## config.mk

```make
export PLATFORM = sky130hd
export DESIGN_NAME = uart_autobaud
export DESIGN_NICKNAME = d
export VERILOG_FILES = /design/src/rtl/uart_autobaud.sv
export SDC_FILE = /design/constraint.sdc
export NUM_CORES = 1
export LEC_CHECK = 0
export ABC_AREA = 1
export CAP_MARGIN = 15
export CORE_UTILIZATION = 60
export CTS_BUF_LIST = sky130_fd_sc_hd__clkbuf_4
export DETAILED_ROUTE_END_ITERATION = 7
export GPL_TIMING_DRIVEN = 0
export HOLD_SLACK_MARGIN = 0.06
export PLACE_DENSITY = 0.78
export SLEW_MARGIN = 20
export SYNTH_ARGS = -nofsm -noshare
export SYNTH_HDL_FRONTEND = slang
export SYNTH_SLANG_ARGS = --single-unit
```

## constraint.sdc

```tcl
create_clock -name clk_i -period 7.1 [get_ports clk_i]
set_clock_uncertainty 0.15 [all_clocks]
set_input_delay 1.065 -clock clk_i [delete_from_list [all_inputs] [get_ports clk_i]]
set_output_delay 1.065 -clock clk_i [all_outputs]
set_load 0.005 [all_outputs]
```

## src/rtl/uart_autobaud.sv

```systemverilog
// uart_autobaud: automatic baud-rate measurement for the AXIS UART.
// Once armed, it waits for the RX line to be idle-high, then times the first
// five falling edges of a 0x55 sync character. Those edges span 8 bit times,
// so the rounded total / 8 is the clocks-per-bit divider.
//
// Ports:
//   clk_i          system clock
//   arstn_i        asynchronous active-low reset
//   rx_i           raw UART RX line (asynchronous to clk_i)
//   start_i        single-cycle arm request (ignored while busy)
//   abort_i        return to IDLE without a pulse; result registers untouched
//   clk_divider_o  clocks-per-bit value driven to the UART core
//   locked_o       high while clk_divider_o holds a measured value
//   busy_o         high in every state except IDLE
//   done_o         one-cycle pulse on a successful measurement
//   err_o          one-cycle pulse on a failed measurement
//
// state      | meaning
// -----------+---------------------------------------------------------
// IDLE       | waiting for start_i
// WAIT_HIGH  | counting consecutive synchronised-high RX cycles
// WAIT_START | line idle long enough; waiting for the start-bit edge
// MEASURE    | timing falling-edge to falling-edge intervals
// DONE       | done_o pulse cycle, result already loaded
// FAIL       | err_o pulse cycle, default divider already loaded
module uart_autobaud #(
  parameter int DIVIDER_WIDTH   = 32,
  parameter int DEFAULT_DIVIDER = 868,
  parameter int MIN_DIVIDER     = 4,
  parameter int IDLE_CYCLES     = 16,
  parameter int MAX_INTERVAL    = 2**20
) (
  input  logic                     clk_i,
  input  logic                     arstn_i,
  input  logic                     rx_i,
  input  logic                     start_i,
  input  logic                     abort_i,
  output logic [DIVIDER_WIDTH-1:0] clk_divider_o,
  output logic                     locked_o,
  output logic                     busy_o,
  output logic                     done_o,
  output logic                     err_o
);

  // Interval counter must hold MAX_INTERVAL plus the 1.25 x I0 overrun window.
  localparam int IW = $clog2(MAX_INTERVAL) + 2;
  localparam int TW = DIVIDER_WIDTH + 3;
  localparam int CW = $clog2(IDLE_CYCLES + 1);

  typedef enum logic [2:0] {
    IDLE, WAIT_HIGH, WAIT_START, MEASURE, DONE, FAIL
  } state_t;

  state_t                   state;
  logic                     rx_s1, rx_s2, rx_d;
  logic                     fe;
  logic [IW-1:0]            interval;
  logic [IW-1:0]            i0;
  logic [2:0]               edge_cnt;
  logic [CW-1:0]            idle_cnt;
  logic [TW-1:0]            total;

  logic [IW-1:0]            dev, tol, limit;
  logic [TW-1:0]            total_next;
  logic [DIVIDER_WIDTH-1:0] result;
  logic                     meas_fail, meas_done;

  assign fe = rx_d & ~rx_s2;

  always_comb begin
    dev        = (interval >= i0) ? (interval - i0) : (i0 - interval);
    tol        = i0 >> 2;
    limit      = i0 + tol;
    total_next = total + TW'(interval);
    result     = DIVIDER_WIDTH'((total_next + TW'(4)) >> 3);
    meas_fail  = 1'b0;
    meas_done  = 1'b0;
    if (state == MEASURE) begin
      if (fe) begin
        // edge_cnt holds the number of edges seen before this one
        if (edge_cnt != 3'd1 && dev > tol) begin
          meas_fail = 1'b1;
        end else if (edge_cnt == 3'd4) begin
          if (result >= DIVIDER_WIDTH'(MIN_DIVIDER)) meas_done = 1'b1;
          else                                       meas_fail = 1'b1;
        end
      end else if (edge_cnt == 3'd1) begin
        meas_fail = (interval == IW'(MAX_INTERVAL));
      end else begin
        meas_fail = (interval > limit);
      end
    end
  end

  always_ff @(posedge clk_i or negedge arstn_i) begin
    if (!arstn_i) begin
      state         <= IDLE;
      rx_s1         <= 1'b1;
      rx_s2         <= 1'b1;
      rx_d          <= 1'b1;
      interval      <= '0;
      i0            <= '0;
      edge_cnt      <= '0;
      idle_cnt      <= '0;
      total         <= '0;
      clk_divider_o <= DIVIDER_WIDTH'(DEFAULT_DIVIDER);
      locked_o      <= 1'b0;
      busy_o        <= 1'b0;
      done_o        <= 1'b0;
      err_o         <= 1'b0;
    end else begin
      rx_s1 <= rx_i;
      rx_s2 <= rx_s1;
      rx_d  <= rx_s2;
      if (abort_i) begin
        state  <= IDLE;
        busy_o <= 1'b0;
        done_o <= 1'b0;
        err_o  <= 1'b0;
      end else begin
        case (state)
          IDLE: begin
            done_o <= 1'b0;
            err_o  <= 1'b0;
            if (start_i) begin
              state    <= WAIT_HIGH;
              busy_o   <= 1'b1;
              locked_o <= 1'b0;
              edge_cnt <= '0;
              idle_cnt <= '0;
            end
          end
          WAIT_HIGH: begin
            if (!rx_s2)                               idle_cnt <= '0;
            else if (idle_cnt == CW'(IDLE_CYCLES - 1)) state    <= WAIT_START;
            else                                      idle_cnt <= idle_cnt + 1'b1;
          end
          WAIT_START: begin
            if (fe) begin
              state    <= MEASURE;
              interval <= IW'(1);
              edge_cnt <= 3'd1;
              total    <= '0;
            end
          end
          MEASURE: begin
            if (meas_fail) begin
              state         <= FAIL;
              err_o         <= 1'b1;
              clk_divider_o <= DIVIDER_WIDTH'(DEFAULT_DIVIDER);
              locked_o      <= 1'b0;
            end else if (meas_done) begin
              state         <= DONE;
              done_o        <= 1'b1;
              clk_divider_o <= result;
              locked_o      <= 1'b1;
            end else if (fe) begin
              interval <= IW'(1);
              edge_cnt <= edge_cnt + 3'd1;
              if (edge_cnt == 3'd1) begin
                i0    <= interval;
                total <= TW'(interval);
              end else begin
                total <= total_next;
              end
            end else begin
              interval <= interval + 1'b1;
            end
          end
          DONE, FAIL: begin
            state  <= IDLE;
            busy_o <= 1'b0;
            done_o <= 1'b0;
            err_o  <= 1'b0;
          end
          default: state <= IDLE;
        endcase
      end
    end
  end

endmodule
```

==> results by group <==
Logic synthesis
  • Cell Area, Synth: 13,900 um2
  • EDFF count, synth: 0
  • Post-synthesis cell type count: 56
  • Yosys reg bits: 129
  • Seq/Total Area, Yosys: 23.3%
  • Yosys top cell area share: 21.8%
  • Post-synth ARST share: 100%
  • Dominant cell type by area after synthesis: dfrtp_1
  • Dominant synthesized flop cell: dfrtp_1
  • Avg Cell Area, Syn: 6.35 um2
  • Synth area leaders: dfrtp_1, nand2_1, ha_1, inv_1, nand3_1
  • Syn Nets: 2,334
  • Mapped Cells: 2,190
  • YS warnings: 0

STA
  • Final setup fails: 0
  • Hold Violations, Final: 0
  • Final Max Tran Viols: 0
  • Fmax: 144 MHz
  • Final setup TNS: 0 ns
  • Min cycle time layout: 6.95 ns
  • Slew margin rel.: 28.7%
  • Slew @ Worst Pin: 1.07 ns
  • Period utilization: 97.9%
  • Unrepaired setup endpoints after global routing: false

Critical path
  • CP Capture Type: flip-flop
  • Critical Path Fanout Max: 10
  • Reg-to-reg critical path endpoint: clk_divider_o[26]$_DFFE_PN0P_
  • Worst reg2reg startpoint: interval[0]$_DFFE_PN0P_
  • Setup CP Type: flip-flop to flip-flop
  • Slowest Stage Delay on Critical Path: 0.50 ns
  • Most Frequent Cell on Critical Path: inv_1
  • Reg-to-reg setup timing slack: 0.15 ns
  • Critical path startpoint category: flip-flop
  • Crit path DAT: 7.29 ns
  • WP data required: 7.44 ns
  • Slowest-stage cell, CP: dfrtp_2
  • R2r worst-path depth: 33

Detailed routing
  • Routed vias/inst: 5.70
  • Iter 0 DRT Violations: 962
  • WL/cell: 16.6 um
  • Final wirelength: 42,300 um
  • DR DRC count: 0
  • Detailed Routing Iterations Pass 1: 5
  • DRT antenna net count: 0
  • Total number of vias: 14,500

Floorplanning
  • Die area: 23,800 um2
  • Core area: 22,700 um2
  • Die Wd: 154 um
  • Num rows: 55
  • Die Ht: 154 um
  • Starting Density: 61.3%
  • Ports: 41

Clock network
  • Sink Count: 129
  • Post-CTS setup buffer count: 0
  • TritonCTS clock tree: done
  • # H-tree levels: 4
  • Clock Pin Slew Worst Setup and Hold Paths: 0.14 ns
  • Worst skew pair latency: 0.60 ns
  • Root Buffer: clkbuf_4
  • Cts bufs inserted: 17
  • Max clock buf depth: 2

Place
  • HPWL after DPL: 35,000 um
  • Input/output buffers: 40
  • Cells after DPL: 2,516
  • Final Wtd Congestion: 0.975

Global route
  • Vias in the first global route: 14,100
  • First-pass GRT wire length: 68,800 um
  • Initial antenna violation count: 1
  • GR Overflow Total: 0
  • Total GRT Usage: 36.9%
  • Largest net degree at the start of global routing: 94

Layout
  • Layout cells sized above 1: 6.27%
  • Layout Nets: 2,394
  • Synthesis-to-layout area growth: 7.87%
  • Post-Layout Cell Count: 2,549

Power
  • Power Dens Cells: 129 nW/um2
  • Peak supply drop: 0.101 mV
  • Leakage: 8.03 nW

Run status
  • Outcome: completed

Flow run
  • Max Cap Violations: 0

Min path
  • Worst Hold Class: input port to asynchronous set/reset pin
[how the worst max path moves through the flow]
stage	startpoint	endpoint	cells past startpoint
2_1_floorplan	interval[2]$_DFFE_PN0P_	clk_divider_o[1]$_DFFE_PN0P_	34
3_3_place_gp	interval[2]$_DFFE_PN0P_	clk_divider_o[10]$_DFFE_PN0P_	31
3_5_place_dp	interval[16]$_DFFE_PN0P_	clk_divider_o[26]$_DFFE_PN0P_	30
4_1_cts	interval[0]$_DFFE_PN0P_	clk_divider_o[26]$_DFFE_PN0P_	37
5_1_grt	interval[17]$_DFFE_PN0P_	clk_divider_o[10]$_DFFE_PN0P_	34
6_report	interval[0]$_DFFE_PN0P_	clk_divider_o[26]$_DFFE_PN0P_	33
[layer usage]
layer	track usage [%]	vias to the layer above	wire length (um)
met5	0	-	0
met4	28.2	0	3270
met3	4.46	158	1920
met2	65.6	490	20400
met1	40.2	6599	16800
li1	-	7290	-
[worst max-delay path, delay by kind of cell (launching register included)]
kind | cells | cell delay, ns
adders and majority gates | 3 | 0.91
DFF | 1 | 0.50
AOI/OAI and AO/OA | 9 | 1.89
xor gates and xnor gates | 1 | 0.16
buffers and inverters | 8 | 1.33
and+or+nand+nor | 12 | 1.90
[per-stage QoR]
step	instance area (um2)	hold slack, ns	util (%)	worst slack [ns]	power, mW
2_1_floorplan	13900	0.195	-	1.64	1.20
3_3_place_gp	14700	0.203	64.6	-0.582	1.41
3_5_place_dp	14700	0.207	64.7	-0.622	1.43
4_1_cts	15000	0.154	66.0	0.0604	1.93
5_1_grt	15000	0.168	66.1	0.00874	2.04
6_report	15000	0.167	66.1	0.151	1.94
[power breakdown]
group / internal [mW] / leakage [nW] / switching, mW
combinational: 0.197 / 6.14 / 0.444
sequential: 0.765 / 1.76 / 0.0301
clock: 0.154 / 0.138 / 0.350
[cell families after synthesis]
logic type	synth area share, %
buffers and inverters	10.1
adders and majority gates	12.7
DFF	23.3
and+or+nand+nor	37.9
xor gates and xnor gates	3.90
AOI/OAI and AO/OA	11.5
muxes	0.647
[cells in the mapped netlist (all sizes together) (3+ instances only)]
| library cell | n |
|---|---|
| nand2 | 737 |
| inv | 301 |
| nor2 | 174 |
| nand3 | 150 |
| ha | 135 |
| dfrtp | 121 |
| a21oi | 120 |
| o21ai | 97 |
| nand4 | 84 |
| xor2 | 40 |
| nor3 | 38 |
| buf | 28 |
| clkbuf | 24 |
| o211ai | 22 |
| xnor2 | 22 |
| nor4 | 17 |
| a21o | 9 |
| mux2i | 9 |
| dfstp | 8 |
| a211oi | 6 |
| a21boi | 6 |
| o21a | 6 |
| nand3b | 5 |
| and2 | 4 |
| fa | 4 |
| a31oi | 3 |
| clkinv | 3 |
[state kept, by name, summed over array words and instances (netlist names)]
| register | flops |
|---|---|
| interval | 22 |
| rx_d | 1 |
| clk_divider_o | 32 |
| i0 | 22 |
| state | 3 |
| locked_o | 1 |
| done_o | 1 |
| rx_s1 | 1 |
| total | 35 |
| busy_o | 1 |
| idle_cnt | 5 |
| edge_cnt | 3 |
| rx_s2 | 1 |
| err_o | 1 |
[final cells by class]
| class | instances | area (um2) |
|---|---|---|
| diodes | 1 | 2.50 |
| plain buffers | 52 | 277 |
| clock buffers | 17 | 128 |
| clock inverters | 15 | 138 |
| fillers | 2165 | 7700 |
| inverters | 304 | 1140 |
| multi-input cells | 1705 | 9290 |
| flip-flops and latches | 129 | 3240 |
| well taps | 285 | 357 |
| repair buffers | 41 | 433 |
[placed cells by master (no fill, tap or decap), types with 8 or more instances in the layout]
master	netlist	final
clkbuf_4	0	19
clkdlybuf4s50_1	0	39
dfstp_2	8	8
xnor2_1	22	22
dfrtp_1	121	116
xor2_1	40	40
nand3_1	142	142
a21oi_1	118	117
nor2_1	153	152
nand2_1	725	725
ha_1	135	135
nor2_2	17	18
o211ai_1	22	22
o21ai_1	43	42
nor4_1	17	16
buf_2	17	18
mux2i_1	9	9
nand3_2	8	8
nand4_1	82	82
inv_2	8	8
nor3_1	37	37
nand2_2	9	9
inv_1	293	293
clkbuf_1	24	20
a21o_1	9	9
o21ai_0	51	50
[what timing repair did]
item,in CTS,in global routing
resized for setup,8,14
hold buffers,0,0
setup endpoints to repair,120,118
hold endpoints to repair,0,0
No activity file was read; power rests on OpenSTA's default activity.
